<file path="config.mk">
export PLATFORM = sky130hd
export DESIGN_NAME = instruction_fetch
export DESIGN_NICKNAME = d
export VERILOG_FILES = /design/src/rtl/instruction_fetch_pkg.sv /design/src/rtl/instruction_fetch_instr_mem.sv /design/src/rtl/instruction_fetch.sv
export SDC_FILE = /design/constraint.sdc
export NUM_CORES = 2
export LEC_CHECK = 0
export BUFFER_PORTS_ARGS = -buffer_cell sky130_fd_sc_hd__buf_2
export CORE_MARGIN = 4
export CORE_UTILIZATION = 30
export CTS_CLUSTER_DIAMETER = 80
export CTS_CLUSTER_SIZE = 25
export DETAILED_ROUTE_END_ITERATION = 6
export SLEW_MARGIN = 10
export SYNTH_ARGS = -nofsm -noshare
export SYNTH_HDL_FRONTEND = slang
export SYNTH_SLANG_ARGS = --single-unit
</file>
<file path="constraint.sdc">
create_clock -name clk -period 7.1 [get_ports clk]
set_input_delay 0.355 -clock clk [delete_from_list [all_inputs] [get_ports clk]]
set_output_delay 0.355 -clock clk [all_outputs]
set_load 0.01 [all_outputs]
</file>
<file path="src/rtl/instruction_fetch_pkg.sv">
// Shared constants for the fetch stage and decode: bubble/halt words, RV32 opcodes, run states.
package instruction_fetch_pkg;

   localparam logic [31:0] NOP_INSN  = 32'h0000_0013;
   localparam logic [31:0] HALT_INSN = 32'h0000_0073;

   localparam logic [6:0] OPC_LOAD   = 7'b000_0011;
   localparam logic [6:0] OPC_OP_IMM = 7'b001_0011;
   localparam logic [6:0] OPC_AUIPC  = 7'b001_0111;
   localparam logic [6:0] OPC_STORE  = 7'b010_0011;
   localparam logic [6:0] OPC_OP     = 7'b011_0011;
   localparam logic [6:0] OPC_LUI    = 7'b011_0111;
   localparam logic [6:0] OPC_BRANCH = 7'b110_0011;
   localparam logic [6:0] OPC_JALR   = 7'b110_0111;
   localparam logic [6:0] OPC_JAL    = 7'b110_1111;
   localparam logic [6:0] OPC_SYSTEM = 7'b111_0011;

   typedef enum logic [1:0] {
      StIdle = 2'd0,
      StRun  = 2'd1,
      StHalt = 2'd2
   } if_state_e;

   function automatic logic [6:0] insn_opcode(input logic [31:0] insn);
      return insn[6:0];
   endfunction

endpackage

</file>
<file path="src/rtl/instruction_fetch_instr_mem.sv">
// Instruction memory: synchronous write port, registered read port with read enable, no reset.
module instruction_fetch_instr_mem #(
   parameter int unsigned Depth = 64,
   parameter int unsigned AddrW = $clog2(Depth)
) (
   input  logic             clk_i,
   input  logic             we_i,
   input  logic [AddrW-1:0] waddr_i,
   input  logic [31:0]      wdata_i,
   input  logic             re_i,
   input  logic [AddrW-1:0] raddr_i,
   output logic [31:0]      rdata_o
);

   logic [31:0] mem [Depth];
   logic [31:0] rdata_q;

   always_ff @(posedge clk_i) begin
      if (we_i) begin
         mem[waddr_i] <= wdata_i;
      end
      if (re_i) begin
         rdata_q <= mem[raddr_i];
      end
   end

   assign rdata_o = rdata_q;

endmodule

</file>
<file path="src/rtl/instruction_fetch.sv">
// Fetch stage: PC register, run-control FSM and IFID output registers in front of decode.
module instruction_fetch #(
   parameter int unsigned     PC_W       = 8,
   parameter int unsigned     IMEM_DEPTH = 64,
   parameter logic [PC_W-1:0] RESET_PC   = '0,
   parameter logic [31:0]     NOP_INSN   = instruction_fetch_pkg::NOP_INSN,
   parameter logic [31:0]     HALT_INSN  = instruction_fetch_pkg::HALT_INSN
) (
   input  logic            clk,
   input  logic            rst_n,
   input  logic            start,
   input  logic            stall,
   input  logic            branch_taken,
   input  logic [PC_W-1:0] branch_target,
   input  logic            imem_we,
   input  logic [PC_W-3:0] imem_waddr,
   input  logic [31:0]     imem_wdata,
   output logic [31:0]     IFID,
   output logic [PC_W-1:0] IFID_PC,
   output logic [PC_W-1:0] pc,
   output logic            halted
);

   import instruction_fetch_pkg::*;

   if_state_e       state_q, state_d;
   logic [PC_W-1:0] pc_q, pc_d;
   logic [PC_W-1:0] ifid_pc_q, ifid_pc_d;
   logic            ifid_valid_q, ifid_valid_d;
   logic [31:0]     rdata;
   logic            halt_hit;
   logic            fetch;

   // The fetched word lives in the memory's read register; ifid_valid_q selects it over the bubble.
   // A halt word there means the FSM is logically in HALT already; the state flop catches up next edge.
   assign halt_hit = (state_q == StRun) && ifid_valid_q && (rdata == HALT_INSN);
   assign fetch    = (state_q == StRun) && !halt_hit && !branch_taken && !stall;

   instruction_fetch_instr_mem #(
      .Depth (IMEM_DEPTH),
      .AddrW (PC_W - 2)
   ) u_instr_mem (
      .clk_i   (clk),
      .we_i    (imem_we && (state_q == StIdle)),
      .waddr_i (imem_waddr),
      .wdata_i (imem_wdata),
      .re_i    (fetch),
      .raddr_i (pc_q[PC_W-1:2]),
      .rdata_o (rdata)
   );

   always_comb begin
      state_d      = state_q;
      pc_d         = pc_q;
      ifid_pc_d    = ifid_pc_q;
      ifid_valid_d = ifid_valid_q;
      unique case (state_q)
         StIdle: begin
            if (start) begin
               state_d = StRun;
            end
         end
         StRun: begin
            if (halt_hit) begin
               state_d      = StHalt;
               ifid_valid_d = 1'b0;
            end else if (branch_taken) begin
               pc_d         = branch_target & ~PC_W'(3);
               ifid_pc_d    = '0;
               ifid_valid_d = 1'b0;
            end else if (!stall) begin
               pc_d         = pc_q + PC_W'(4);
               ifid_pc_d    = pc_q;
               ifid_valid_d = 1'b1;
            end
         end
         StHalt: begin
            ifid_valid_d = 1'b0;
         end
         default: begin
            state_d      = StIdle;
            ifid_valid_d = 1'b0;
         end
      endcase
   end

   always_ff @(posedge clk or negedge rst_n) begin
      if (!rst_n) begin
         state_q      <= StIdle;
         pc_q         <= RESET_PC;
         ifid_pc_q    <= '0;
         ifid_valid_q <= 1'b0;
      end else begin
         state_q      <= state_d;
         pc_q         <= pc_d;
         ifid_pc_q    <= ifid_pc_d;
         ifid_valid_q <= ifid_valid_d;
      end
   end

   assign IFID    = ifid_valid_q ? rdata : NOP_INSN;
   assign IFID_PC = ifid_pc_q;
   assign pc      = pc_q;
   assign halted  = (state_q == StHalt) || halt_hit;

endmodule

</file>
# --- Word-level counts from Yosys, hierarchy flattened ---
# Memories as Yosys holds them, arrays and structs flattened. A register that Yosys moved wholly into a read port is not among the register bits.
# Index checks and enable logic that the tools add are counted.
word_totals:
  out_inout_bits: 49
  in_bits: 52
  ff_bits: 19
  ramBits: 2048
  n_memories: 1
  wordCells: 44
op_classes:
  add_sub_neg: 1
  n_eq_ne: 7
  reduce_logical: 14
  mux: 14
  n_bitwise: 3
mem_list:
  columns: ["name", "depth", "width", "rd", "rd_clocked_by_memory_dff", "wr", "line_no", "source"]
  rows:
  - ["u_instr_mem.mem", 64, 32, 1, 1, 1, "instruction_fetch_instr_mem.sv:15", "logic [31:0] mem [Depth];"]
ops:
  columns: ["operator", "count"]
  rows:
  - ["32-bit by 7-bit equality test with 1-bit output (second input constant)", 1]
  - ["32-bit 2-to-1 mux", 1]
  - ["8-bit 2-to-1 mux", 4]
  - ["8-bit by 3-bit adder with 8-bit output (second input constant)", 1]
  - ["1-bit logical AND", 6]
  - ["2-bit case mux with 3 select lines", 1]
  - ["3-bit AND reduction", 2]
  - ["1-bit 2-to-1 mux", 5]
  - ["2-bit 2-to-1 mux", 2]
  - ["2-bit inequality test (second input constant)", 2]
  - ["4-bit inequality test (second input constant)", 1]
  - ["1-bit zero test", 3]
  - ["1-bit inverter", 3]
  - ["2-bit by 1-bit equality test with 1-bit output (second input constant)", 1]
  - ["2-bit equality test (second input constant)", 1]
  - ["2-bit zero test", 1]
  - ["2-bit by 1-bit inequality test with 1-bit output (second input constant)", 1]
  - ["1-bit case mux with 2 select lines", 1]
  - ["2-bit AND reduction", 1]
  - ["1-bit logical OR", 1]

# --- Longest topological paths before layout ---
depth:
  ltp_word: 7
  mapped_depth: 10
  mapped_depth_nobuf: 5

# --- Hierarchy ---
# From an unflattened synthesis, not the netlist that was laid out.
hier_totals:
  hier_cells: 3476
  area_unflattened_um2: 80055.5
modules_own_cells:
  columns: ["mod", "cells_per_inst", "area_each_um2", "seq_area_each_um2", "n_inst"]
  rows:
  - ["instruction_fetch_instr_mem", 3324, 78835.6, 62459.9, 1]
  - ["instruction_fetch", 152, 1219.9, 400.4, 1]

# --- Worst setup path after synthesis ---
# OpenSTA, ideal clock, no wires.
synth_timing:
  path_kind: "reg2reg"
  from: "register ifid_valid_q"
  to: "register u_instr_mem.rdata_q[0], in the netlist u_instr_mem.rdata_o[0], read port of u_instr_mem.mem (enable)"
  path_stages_with_launch: 7
  setup_time_ns: 0.461
  slack_ns: 3.260
  t_required_ns: 6.639
  n_path_buf: 2
  synth_period_minus_slack_ns: 3.840
  arrival_ns: 3.379
  path_cell_list: "dfrtp_1 > and4b_1 > nand4_1 > o31ai_1 > buf_2 > buf_2 > nor3_1"
synth_via:
  elab_chain_cells: 6
synth_lines:
  columns: ["item", "line_no", "source"]
  rows:
  - ["start: declaration", "instruction_fetch.sv:29", "logic ifid_valid_q, ifid_valid_d;"]
  - ["start signal: assignment", "instruction_fetch.sv:97", "ifid_valid_q <= ifid_valid_d;"]
  - ["1-bit logical AND (2 in series)", "instruction_fetch.sv:36", "assign halt_hit = (state_q == StRun) && ifid_valid_q && (rdata == HALT_INSN);"]
  - ["1-bit zero test", "instruction_fetch.sv:37", "assign fetch = (state_q == StRun) && !halt_hit && !branch_taken && !stall;"]
  - ["1-bit logical AND (3 in series)", "instruction_fetch.sv:37", null]
  - ["net fetch", "instruction_fetch.sv:32", "logic fetch;"]
  - ["end: declaration", "instruction_fetch_instr_mem.sv:16", "logic [31:0] rdata_q;"]
# The timed path passes the listed nets, and every way through them passes these cells.
# A chain may end at the register's enable or synchronous reset.

==> impl_metrics.csv <==
group,metric,value,unit
outcome,outcome,"finished with violations",
outcome,violations,"DRC",
sta,fin_setup_tns,0,ns
logic_synthesis,yosysWarningCount,0,
worst_setup_path,regToRegStartpoint,"pc[4]",
sta,fmax,249.0,MHz
logic_synthesis,synth_compound_area_share,3.418,%
layout,finalInstanceArea,89340,um^2
floorplan,io_pins,101,
power_and_ir_drop,leakagePower,26.87,nW
worst_setup_path,arrival,4.67,ns
worst_setup_path,r2r_cells,6,
clock_tree,root_buffer,"clkbuf_16",
global_routing,grt_pass1_wl,304400,um
layout,fin_nets,3855,
worst_setup_path,cp_data_required_time,7.75,ns
place,gp_congestion,0.7993,
place,placed_area,85780,um^2
layout,fillers,24890,
routing,vias_per_cell,5.264,
clock_tree,cts_buffers,106,
clock_tree,clockBufferDepth,3,
floorplan,chipHeight,526.1,um
clock_tree,clkTransAtPathRegs,0.10,ns
logic_synthesis,yosys_register_bits,2096,
floorplan,rows,189,
logic_synthesis,yosys_most_used_dff,"edfxtp_1",
job,cap_violations,0,
worst_hold_path,hold_path.class,"input port to async pin",
place,dp_hpwl,119600,um
layout,fin_util,33.55,%
sta,finalClockSkew,0.04915,ns
global_routing,grt_pass1_vias,38680,
worst_setup_path,cp_max_fo,69,
floorplan,start_util,30.24,%
logic_synthesis,muxShareOfSynthArea,15.13,%
worst_setup_path,ff2ff_setup_slack,3.08,ns
logic_synthesis,syn_inst,3673,
floorplan,die_area,276800,um^2
worst_setup_path,endpoint_kind,"register",
logic_synthesis,synth_area,80530,um^2
logic_synthesis,synth_top_family_by_area,"multiplexers",
routing,drt_iter0_markers,5036,
clock_tree,clk_latency,0.78,ns
clock_tree,cts-htree-levels,3,
clock_tree,cts_setup_buffers,0,
logic_synthesis,synth-async-reset-ratio,0.7634,%
sta,rsz0062_at_grt,"no",
global_routing,track_usage,15.31,%
power_and_ir_drop,power_density,259.4,nW/um^2
global_routing,antenna_found_initial,38,
sta,fin_crit,4.016,ns
worst_setup_path,path_class,"register to register",
clock_tree,cts_tree,"done",
sta,fin_hold_ws,0.07350,ns
floorplan,coreArea,266300,um^2
routing,dr.pass1.iters,7,
sta,tightest_slew,1.256,ns
sta,finalSetupViolations,0,
global_routing,grt_max_degree,99,
logic_synthesis,synth_seq_area_share,78.05,%
logic_synthesis,avgSynthCellArea,21.93,um^2
layout,drive_gt1_share,23.68,%
routing,post_drt_wl_per_cell,29.43,um
logic_synthesis,synth_edf_count,2080,
sta,drv_slew,0,
floorplan,die_x,526.1,um
routing,drtAntennaViolNets,0,
sta,hold_violations,0,
worst_setup_path,worstReg2RegEnd,"u_instr_mem.rdata_o[20]",
logic_synthesis,synth-xor-area-share,0,%
logic_synthesis,synth_fa_ha_area_share,0.01554,%
power_and_ir_drop,ir_drop,0.0002328,V
sta,relSlewSlack,16.29,%
sta,finalCritPeriodShare,56.56,%
global_routing,gr-total-overflow,0,
routing,route.detailed.drc,3,
layout,syn_to_final_growth,10.94,%
logic_synthesis,yosys.area_share.simple,1.779,%
routing,routed_wl,218100,um
logic_synthesis,ys_types,63,
routing,vias,39010,
clock_tree,cts.sinks,2096,
place,port_buffers,96,
worst_setup_path,start_kind,"register",
power by group:
| part | leakage (nW) | switching (mW) | internal [mW] |
|---|---|---|---|
| Clock | 1.66 | 4.00 | 3.14 |
| Sequential | 18.9 | 0.101 | 13.6 |
| Combinational | 6.32 | 1.45 | 0.866 |
metrics by stage:
step / std cells / total power, mW / setup WS (ns)
after floorplan: 3674 / 15.38 / 3.260
after global placement: 7218 / 16.31 / 3.068
after detailed placement: 7218 / 16.33 / 3.137
after CTS: 7401 / 23.33 / 3.141
after global routing: 7404 / 23.92 / 2.947
final: 7411 / 23.18 / 3.084
metal layers:
layer | part of all wire (%) | up-vias | GRT usage, %
li1 | - | 15710 | -
met1 | 41 | 21440 | 21.23
met2 | 49 | 1584 | 25.20
met3 | 7.4 | 277 | 2.238
met4 | 2.8 | 6 | 4.239
met5 | 0.011 | - | 0
timing repair:
item                                   in CTS  in global routing
resized for setup                           0                  0
endpoints found under the hold margin      24                  0
hold buffers                                9                  0
registers in the layout, summed over array words and instances, names as in the netlist:
signal	count
pc	6
u_instr_mem.rdata_o	32
IFID_PC	7
state_q	2
ifid_valid_q	1
u_instr_mem.mem	2048
critical path: stages, from the launching register on:
cell and delay [ns]:
dfrtp_4 0.81, buf_12 0.44, nor2b_4 0.86, buf_4 0.52
a22oi_1 0.16, a21oi_1 0.74, a22o_1 0.23
cell usage in the layout (no fill, tap or decap), types with 13 or more instances in the layout:
cell type / count
o22ai_1: 29
edfxtp_1: 2080
o21ai_0: 31
nand2_1: 48
clkbuf_16: 106
mux2_2: 19
a22o_1: 33
buf_2: 95
nor2b_1: 16
o221ai_1: 48
and2_1: 31
nand3_1: 13
nor2_1: 56
nor2_4: 65
mux4_2: 427
a211oi_1: 56
mux2i_1: 235
a22oi_1: 46
a21oi_1: 75
buf_4: 117
final cells by class:
class | count | area [um^2] | area share (%)
Inverter | 2 | 7.507 | 0.008403
Tap cell | 3533 | 4420 | 4.948
Sequential cell | 2096 | 62880 | 70.38
Clock inverter | 60 | 749.5 | 0.8389
Antenna cell | 10 | 25.02 | 0.02801
Timing Repair Buffer | 231 | 1644 | 1.840
Multi-Input combinational cell | 1365 | 16930 | 18.94
Clock buffer | 114 | 2693 | 3.014
synthesized netlist by cell type, types with 3 or more instances:
| cell | number | area (um^2) |
|---|---|---|
| o32ai_1 | 3 | 26.28 |
| o221ai_1 | 48 | 420.4 |
| clkbuf_1 | 74 | 277.8 |
| mux4_2 | 427 | 9617 |
| buf_1 | 4 | 15.01 |
| buf_2 | 49 | 245.2 |
| o2bb2ai_1 | 9 | 78.83 |
| o22ai_1 | 29 | 181.4 |
| a221o_1 | 7 | 70.07 |
| and4_1 | 3 | 26.28 |
| nor2b_1 | 19 | 118.9 |
| and3_1 | 3 | 18.77 |
| o31ai_1 | 4 | 30.03 |
| nor4_1 | 8 | 50.05 |
| nor3_1 | 10 | 50.05 |
| and2_1 | 32 | 200.2 |
| buf_6 | 22 | 247.7 |
| a22oi_1 | 46 | 345.3 |
| dfrtp_1 | 16 | 400.4 |
| nand3_1 | 14 | 70.07 |
| edfxtp_1 | 2080 | 62460 |
| or4b_2 | 4 | 40.04 |
| a221oi_1 | 7 | 61.31 |
| a211oi_1 | 56 | 420.4 |
| nand2_1 | 48 | 180.2 |
| nand3b_1 | 7 | 52.55 |
| a211o_1 | 4 | 35.03 |
| nor2_1 | 121 | 454.2 |
| a31oi_1 | 4 | 25.02 |
| a21o_1 | 4 | 30.03 |
| a21oi_1 | 75 | 375.4 |
| o21ai_0 | 31 | 155.2 |
| mux2_2 | 19 | 214.0 |
| a2111oi_0 | 9 | 78.83 |
| buf_8 | 4 | 60.06 |
| buf_4 | 58 | 435.4 |
| a22o_1 | 33 | 289.0 |
| mux2i_1 | 235 | 2352 |
| nand2b_1 | 9 | 56.30 |
| o21ai_1 | 9 | 45.04 |
cells by family after synthesis:
group,after synthesis
buffers and inverters,213
other,1
AND/OR/NAND/NOR,293
flip-flops,2096
AO/OA/AOI/OAI,388
adder cells (fa/ha/maj),1
multiplexers,681
how the worst max path moves through the flow:
stage,end,slack (ns),depth (start not counted),startpoint
2_1_floorplan,u_instr_mem.rdata_o[0],3.26,6,ifid_valid_q
3_3_place_gp,u_instr_mem.rdata_o[17],3.07,6,pc[5]
3_5_place_dp,u_instr_mem.rdata_o[20],3.14,6,pc[4]
4_1_cts,u_instr_mem.rdata_o[20],3.14,6,pc[4]
5_1_grt,u_instr_mem.rdata_o[20],2.95,6,pc[4]
6_report,u_instr_mem.rdata_o[20],3.08,6,pc[4]
Note: power is estimated with default switching activity, not from simulation.
